<file path="src/rtl/trap_ctrl.sv">
// trap_ctrl: sequences traps and MRET into the CSR file and redirects fetch.
// Optional TRAP_VECTORED_EN: sends interrupts to mtvec base + 4*cause when mtvec is in vectored mode.
module trap_ctrl #(
    parameter int XLEN        = 32,
    parameter int SYNC_STAGES = 2
) (
    input  logic            clk,
    input  logic            rst,
    input  logic            mem_valid,
    input  logic            mem_stall,
    input  logic [XLEN-1:0] pc_mem,
    input  logic [XLEN-1:0] mem_addr,
    input  logic            illegal_inst,
    input  logic            ecall,
    input  logic            ebreak,
    input  logic            l_misalign,
    input  logic            l_fault,
    input  logic            s_misalign,
    input  logic            s_fault,
    input  logic            mret_mem,
    input  logic            ext_int,
    input  logic [XLEN-1:0] mstatus,
    input  logic [XLEN-1:0] mtvec,
    input  logic [XLEN-1:0] mepc,
    output logic            trap,
    output logic            mret,
    output logic [XLEN-1:0] mepc_o,
    output logic [XLEN-1:0] mcause_o,
    output logic [XLEN-1:0] mtval_o,
    output logic            kill_mem,
    output logic            stall_req,
    output logic            redirect,
    output logic [XLEN-1:0] redirect_pc
);
    typedef enum logic [1:0] {IDLE, TRAP, RET, REDIR} state_t;

    state_t                 r_state, w_next;
    logic [SYNC_STAGES-1:0] r_sync;
    logic [XLEN-1:0]        r_epc, r_cause, r_tval, r_hcause, r_htval;
    logic                   r_int, r_ret;
    logic                   w_irq, w_exc, w_det, w_ret, w_unused;
    logic [XLEN-1:0]        w_cause, w_tval, w_base, w_vec;

    assign w_irq = r_sync[SYNC_STAGES-1] & mstatus[3];
    assign w_exc = illegal_inst | ecall | ebreak | l_misalign | l_fault | s_misalign | s_fault;
    assign w_det = (r_state == IDLE) & mem_valid & ~mem_stall & ~rst & (w_irq | w_exc | mret_mem);
    assign w_ret = ~w_irq & ~w_exc;

    assign w_cause = w_irq        ? {1'b1, (XLEN-1)'(11)} :
                     illegal_inst ? XLEN'(2)  :
                     ecall        ? XLEN'(11) :
                     ebreak       ? XLEN'(3)  :
                     l_misalign   ? XLEN'(4)  :
                     l_fault      ? XLEN'(5)  :
                     s_misalign   ? XLEN'(6)  : XLEN'(7);
    assign w_tval  = (w_irq | illegal_inst | ecall) ? '0 : ebreak ? pc_mem : mem_addr;

    assign w_base = {mtvec[XLEN-1:2], 2'b00};
`ifdef TRAP_VECTORED_EN
    assign w_vec = (r_int && mtvec[1:0] == 2'b01) ? {r_cause[XLEN-3:0], 2'b00} : '0;
`else
    assign w_vec = '0;
`endif
    assign w_unused = &{1'b0, mstatus[XLEN-1:4], mstatus[2:0], mtvec[1:0], r_cause[XLEN-1:XLEN-2]};

    // ext_int synchroniser; the level is sampled, never latched
    always_ff @(posedge clk or posedge rst)
        if (rst) r_sync <= '0;
        else     r_sync <= {r_sync[SYNC_STAGES-2:0], ext_int};

    // state register plus trap context captured at detect and committed in TRAP
    always_ff @(posedge clk or posedge rst)
        if (rst) begin
            r_state  <= IDLE;
            r_epc    <= '0;
            r_cause  <= '0;
            r_tval   <= '0;
            r_int    <= 1'b0;
            r_ret    <= 1'b0;
            r_hcause <= '0;
            r_htval  <= '0;
        end else begin
            r_state <= w_next;
            if (w_det) begin
                r_epc   <= pc_mem;
                r_cause <= w_cause;
                r_tval  <= w_tval;
                r_int   <= w_irq;
                r_ret   <= w_ret;
            end
            if (r_state == TRAP) begin
                r_hcause <= r_cause;
                r_htval  <= r_tval;
            end
        end

    // next state and per-state outputs
    always_comb begin
        w_next      = r_state;
        trap        = 1'b0;
        mret        = 1'b0;
        mepc_o      = '0;
        mcause_o    = '0;
        mtval_o     = '0;
        kill_mem    = 1'b0;
        stall_req   = 1'b0;
        redirect    = 1'b0;
        redirect_pc = '0;
        case (r_state)
            IDLE: begin
                kill_mem  = w_det;
                stall_req = w_det;
                w_next    = w_det ? (w_ret ? RET : TRAP) : IDLE;
            end
            TRAP: begin
                trap      = 1'b1;
                stall_req = 1'b1;
                mepc_o    = r_epc;
                mcause_o  = r_cause;
                mtval_o   = r_tval;
                w_next    = REDIR;
            end
            RET: begin
                mret      = 1'b1;
                stall_req = 1'b1;
                mepc_o    = mepc;
                mcause_o  = r_hcause;
                mtval_o   = r_htval;
                w_next    = REDIR;
            end
            default: begin
                redirect    = 1'b1;
                stall_req   = 1'b1;
                redirect_pc = r_ret ? mepc : w_base + w_vec;
                w_next      = IDLE;
            end
        endcase
    end
endmodule

</file>
<file path="config.mk">
export PLATFORM = sky130hd
export DESIGN_NAME = trap_ctrl
export DESIGN_NICKNAME = d
export VERILOG_FILES = /design/src/rtl/trap_ctrl.sv
export SDC_FILE = /design/constraint.sdc
export NUM_CORES = 1
export LEC_CHECK = 0
export CORE_MARGIN = 2
export CORE_UTILIZATION = 38
export CTS_BUF_LIST = sky130_fd_sc_hd__clkbuf_8
export DETAILED_ROUTE_END_ITERATION = 12
export MAX_ROUTING_LAYER = met4
export PLACE_DENSITY = 0.87
export REMOVE_ABC_BUFFERS = 1
export SYNTH_ARGS = -nofsm -noshare
export SYNTH_HDL_FRONTEND = slang
export SYNTH_SLANG_ARGS = --single-unit
</file>
<file path="constraint.sdc">
create_clock -name clk -period 3.9 [get_ports clk]
set_input_delay 0.78 -clock clk [delete_from_list [all_inputs] [get_ports clk]]
set_output_delay 0.78 -clock clk [all_outputs]
set_load 0.02 [all_outputs]
</file>
== After elaboration in Yosys (flattened, before gate mapping) ==
Cells that the tools add are included.
Storage, ports and cells
  register bits after elaboration: 165
  input bits: 173
  output and inout port bits: 133
Cells by class
  equal/unequal tests: 2
  muxes and demuxes: 22
  bitwise gates (word level): 20
  reductions and logical operators: 3
Operator list (count)
  case mux 32 bit (2 select lines): 3
  two-way mux 32 bit: 5
  OR 1 bit: 10
  two-way mux 2 bit: 4
  two-way mux 4 bit: 2
  bitwise AND 1 bit: 6
  two-way mux 1 bit: 6
  inverter 1 bit: 4
  case mux 2 bit (2 select lines): 1
  two-way mux 3 bit: 1
  OR reduction 3 bit: 1
  == test 2 x 1 -> 1 bit, second input constant: 1
  == test 2 bit, second input constant: 1
  logical NOT 2 bit: 1
  OR reduction 2 bit: 1

== Longest topological paths before layout ==
  depth in word-level cells: 11
  gate-level depth with buffers: 8

== Worst setup path after synthesis ==
Ideal clock, no wire load.
  path type: input-to-output
  start point: input ebreak
  end point: output stall_req
  data arrival time: 2.304 ns
  data required time: 3.120 ns
  setup slack: 0.816 ns
  cell stages on the path: 6
  cell sequence: clkbuf_1 -> a2111o_1 -> o31ai_4 -> buf_4 -> buf_2 -> nand2_1
On the way
  longest elaborated chain between the ends: 9
Ends and longest elaborated chain
  from (decl): line 15  | input logic ebreak,
  OR 1 bit (5 in series): line 45  | assign w_exc = illegal_inst | ecall | ebreak | l_misalign | l_fault | s_misalign | s_fault;
  OR 1 bit (2 in series): line 46  | assign w_det = (r_state == IDLE) & mem_valid & ~mem_stall & ~rst & (w_irq | w_exc | mret_mem);
  bitwise AND 1 bit: line 46
  two-way mux 1 bit: line 109  | case (r_state)
  to (decl): line 31  | output logic stall_req,
No other way between the ends.

== Final worst setup path ==
  start point: input l_misalign
  end point: output stall_req
On the way
  longest elaborated chain between the ends: 8
Ends and longest elaborated chain
  from (decl): line 16  | input logic l_misalign,
  OR 1 bit (4 in series): line 45
  OR 1 bit (2 in series): line 46
  bitwise AND 1 bit: line 46
  two-way mux 1 bit: line 109
No other way between the ends.

==> impl_metrics.ini <==
[outcome]
status = completed

[cts]
post_cts_buffers = 0
numCtsBuffers = 9
cts_sinks = 111
clk_latency_ns = 0.38
cts_tree = done
cts.clk_slew.worst_paths_ns = 0.12
cts_root_buf = clkbuf_8
postCtsResizedCells = 0
htreeDepth = 3
clock_path_buffers = 2
ctsHoldBuffers = 0

[power]
comb_power_share_pct = 54.0
power_per_cell_area_nw_per_um2 = 660
p_int_mw = 3.47
power_switching_mw = 2.46
total_leakage_power_nw = 3.72
vdd_drop_max_mv = 0.394
switching_share_pct = 41.5
power_frac_seq_pct = 32.9
clock_power_share_pct = 13.1

[synth]
synth_cell_types = 35
ys_ff_latch = 111
synthXorXnorAreaFrac_pct = 0
syn_avg_cell_area_um2 = 9.73
yosys.area_share.simple_pct = 10.5
synth_ff_type = dfrtp_1
synth_top_family_by_area = multiplexers
synth-edff-count = 0
synth-seq-area-share_pct = 45.1
synth-warning-count = 0
ys_async_sr_fraction_pct = 100
synth_fa_ha_area_share_pct = 0.812
synth_mux_area_share_pct = 17.4
syn_area_um2 = 6160
netlist_instances = 633
synth-compound-area-share_pct = 16.7

[placement]
dpl.hpwl_um = 12900
placed_cell_area_um2 = 8770
dpl_worst_slack_ns = 0.177
place.gp.congestion = 0.822
io_buffers = 245

[sta]
fmaxAchievable_mhz = 269
fin_ws_ns = 0.186
rsz0062_at_grt = false
finalSetupViolCount = 0
skew_ns = 0.0215
period_needed_ns = 3.71
tightest_slew_ns = 0.754
slew_headroom_pct = 49.7
drv_slew = 0
period_share_pct = 95.2
finalHoldViolations = 0
tns_ns = 0

[critical_path]
critPathLaunch = l_misalign
worstSetupPathType = in -> out
cpMaxStageDelayCell = or4_4
worst_path_largest_cell_delay_ns = 0.60
r2r_start = r_state[0]
cpMostUsedCell = clkdlybuf4s50_1
crit_chain = clkdlybuf4s50_1 -> or4_4 -> o31ai_4 -> nand2_1 -> clkdlybuf4s50_1
cp.arrival_ns = 2.93
end_kind = output pin
critical_path_peak_fanout = 5
required_ns = 3.12
setup.worst_path.start_class = input pin
reg2reg_depth = 7

[die]
start_util_pct = 38.8
die_y_um = 131
io_pins = 306
rows = 46
design.core.area_um2 = 15900
die_w_um = 131
dieArea_um2 = 17300

[route]
route.detailed.drc = 0
drt_first_pass_iters = 4
initialDrtViolationCount = 266
viasPerCell = 5.11
dr_total_vias = 5513
antenna_left = 0
avgRoutedWirePerCell_um = 16.9
wirelength_um = 18300

[global_route]
grt_use_met1_pct = 25.2
grt_use_met2_pct = 37.3
grt.busiest_layer = met2
antenna_found_initial = 0
grt_max_degree = 59
grt_pass1_vias = 5532
grt_use_total_pct = 21.5
grt_pass1_wl_um = 28800
grt.met3_usage_pct = 4.17
overflow = 0

[flow_run]
drv_cap = 0

[worst_hold_path]
min_path_type = reg -> reg
hp-start = r_sync[0]
min_path_cells = 0

[layout]
area_growth_pct = 45.9
nNetsFinal = 1035
nFillCells = 1387
design_area_um2 = 8990
drive_gt1_share_pct = 9.04
n_antenna_cell = 0
kinds of logic after synthesis:
group / count (synthesis)
simple gates: 146
mux: 96
fa+ha+maj: 4
flops: 111
other cells: 1
compound gates: 156
buf+inv: 119
cell usage after synthesis, types with 16 or more instances:
cell       number  area share (%)
dfrtp_1       111              45
nand2_1        77             4.7
mux2i_1        62              10
inv_1          42             2.6
a21oi_1        41             3.3
o21ai_0        41             3.3
a22oi_1        33             4.0
clkbuf_1       33             2.0
nor2_1         32             1.9
o2bb2ai_1      32             4.5
nor2b_1        31             3.1
buf_4          29             3.5
mux2_4         18             4.4
mux2_2         16             2.9
cell type report:
cell class | count | area [um2] | share of cell area (%)
multi-input cells | 429 | 2940 | 32.7
repair buffers | 263 | 2610 | 29.0
clock inverters | 6 | 85.1 | 0.946
flip-flops and latches | 111 | 2780 | 30.9
inverters | 44 | 170 | 1.89
well taps | 216 | 270 | 3.01
clock buffers | 10 | 138 | 1.53
metrics by stage:
stage	util [%]	hold WS [ns]	instances	total power, mW
after floorplan	-	0.331	584	3.70
after global placement	55.2	0.335	1063	5.10
after detailed placement	55.2	0.358	1063	5.18
after CTS	56.6	0.384	1079	5.98
after global routing	56.6	0.392	1079	6.29
final	56.6	0.383	1079	5.93
layer usage:
layer	share of wire [%]	up-vias	wire length (um)
li1	-	2575	-
met1	42	2694	7670
met2	50	221	9190
met3	6.0	23	1100
met4	1.7	0	314
met5	0	-	0
state kept, by name, indices dropped and copies added (netlist names):
signal,flops
r_cause,5
r_epc,32
r_hcause,5
r_htval,32
r_ret,1
r_state,2
r_sync,2
r_tval,32
worst max-delay path, delay by kind of cell:
kind,cells,cell delay (ns)
compound gates,1,0.41
buf+inv,2,1.02
simple gates,2,0.71
power groups by stage:
stage,Clock [mW],Combinational [mW],Sequential (mW)
floorplan,0,1.80,1.90
global placement,0,3.16,1.94
detailed placement,0,3.22,1.97
CTS,0.799,3.23,1.95
global route,0.839,3.44,2.01
finish,0.775,3.20,1.95
layout by cell type (no fill, tap or decap), types with 16 or more instances in the layout:
cell type        netlist  routed
mux2i_1               62      62
nor2_1                32      32
a22oi_1               33      33
nor2b_1               31      31
a21oi_1               41      41
mux2_4                18      18
inv_1                 42      42
conb_1                 1      27
dfrtp_1              111     110
nand2_1               77      77
o21ai_0               41      41
clkdlybuf4s50_1        0     244
buf_4                 29      16
o2bb2ai_1             32      32
mux2_2                16      16
worst paths after layout:
kind / to / slack [ns]
setup / recovery: stall_req / 0.19
hold / removal: r_sync[1] / 0.38
setup reg to reg: r_epc[30] / 1.23
hold reg to reg: r_sync[1] / 0.38
max in group asynchronous: r_epc[30] / 2.31
min in group asynchronous: r_htval[13] / 0.65
No activity file was read; power rests on OpenSTA's default activity.
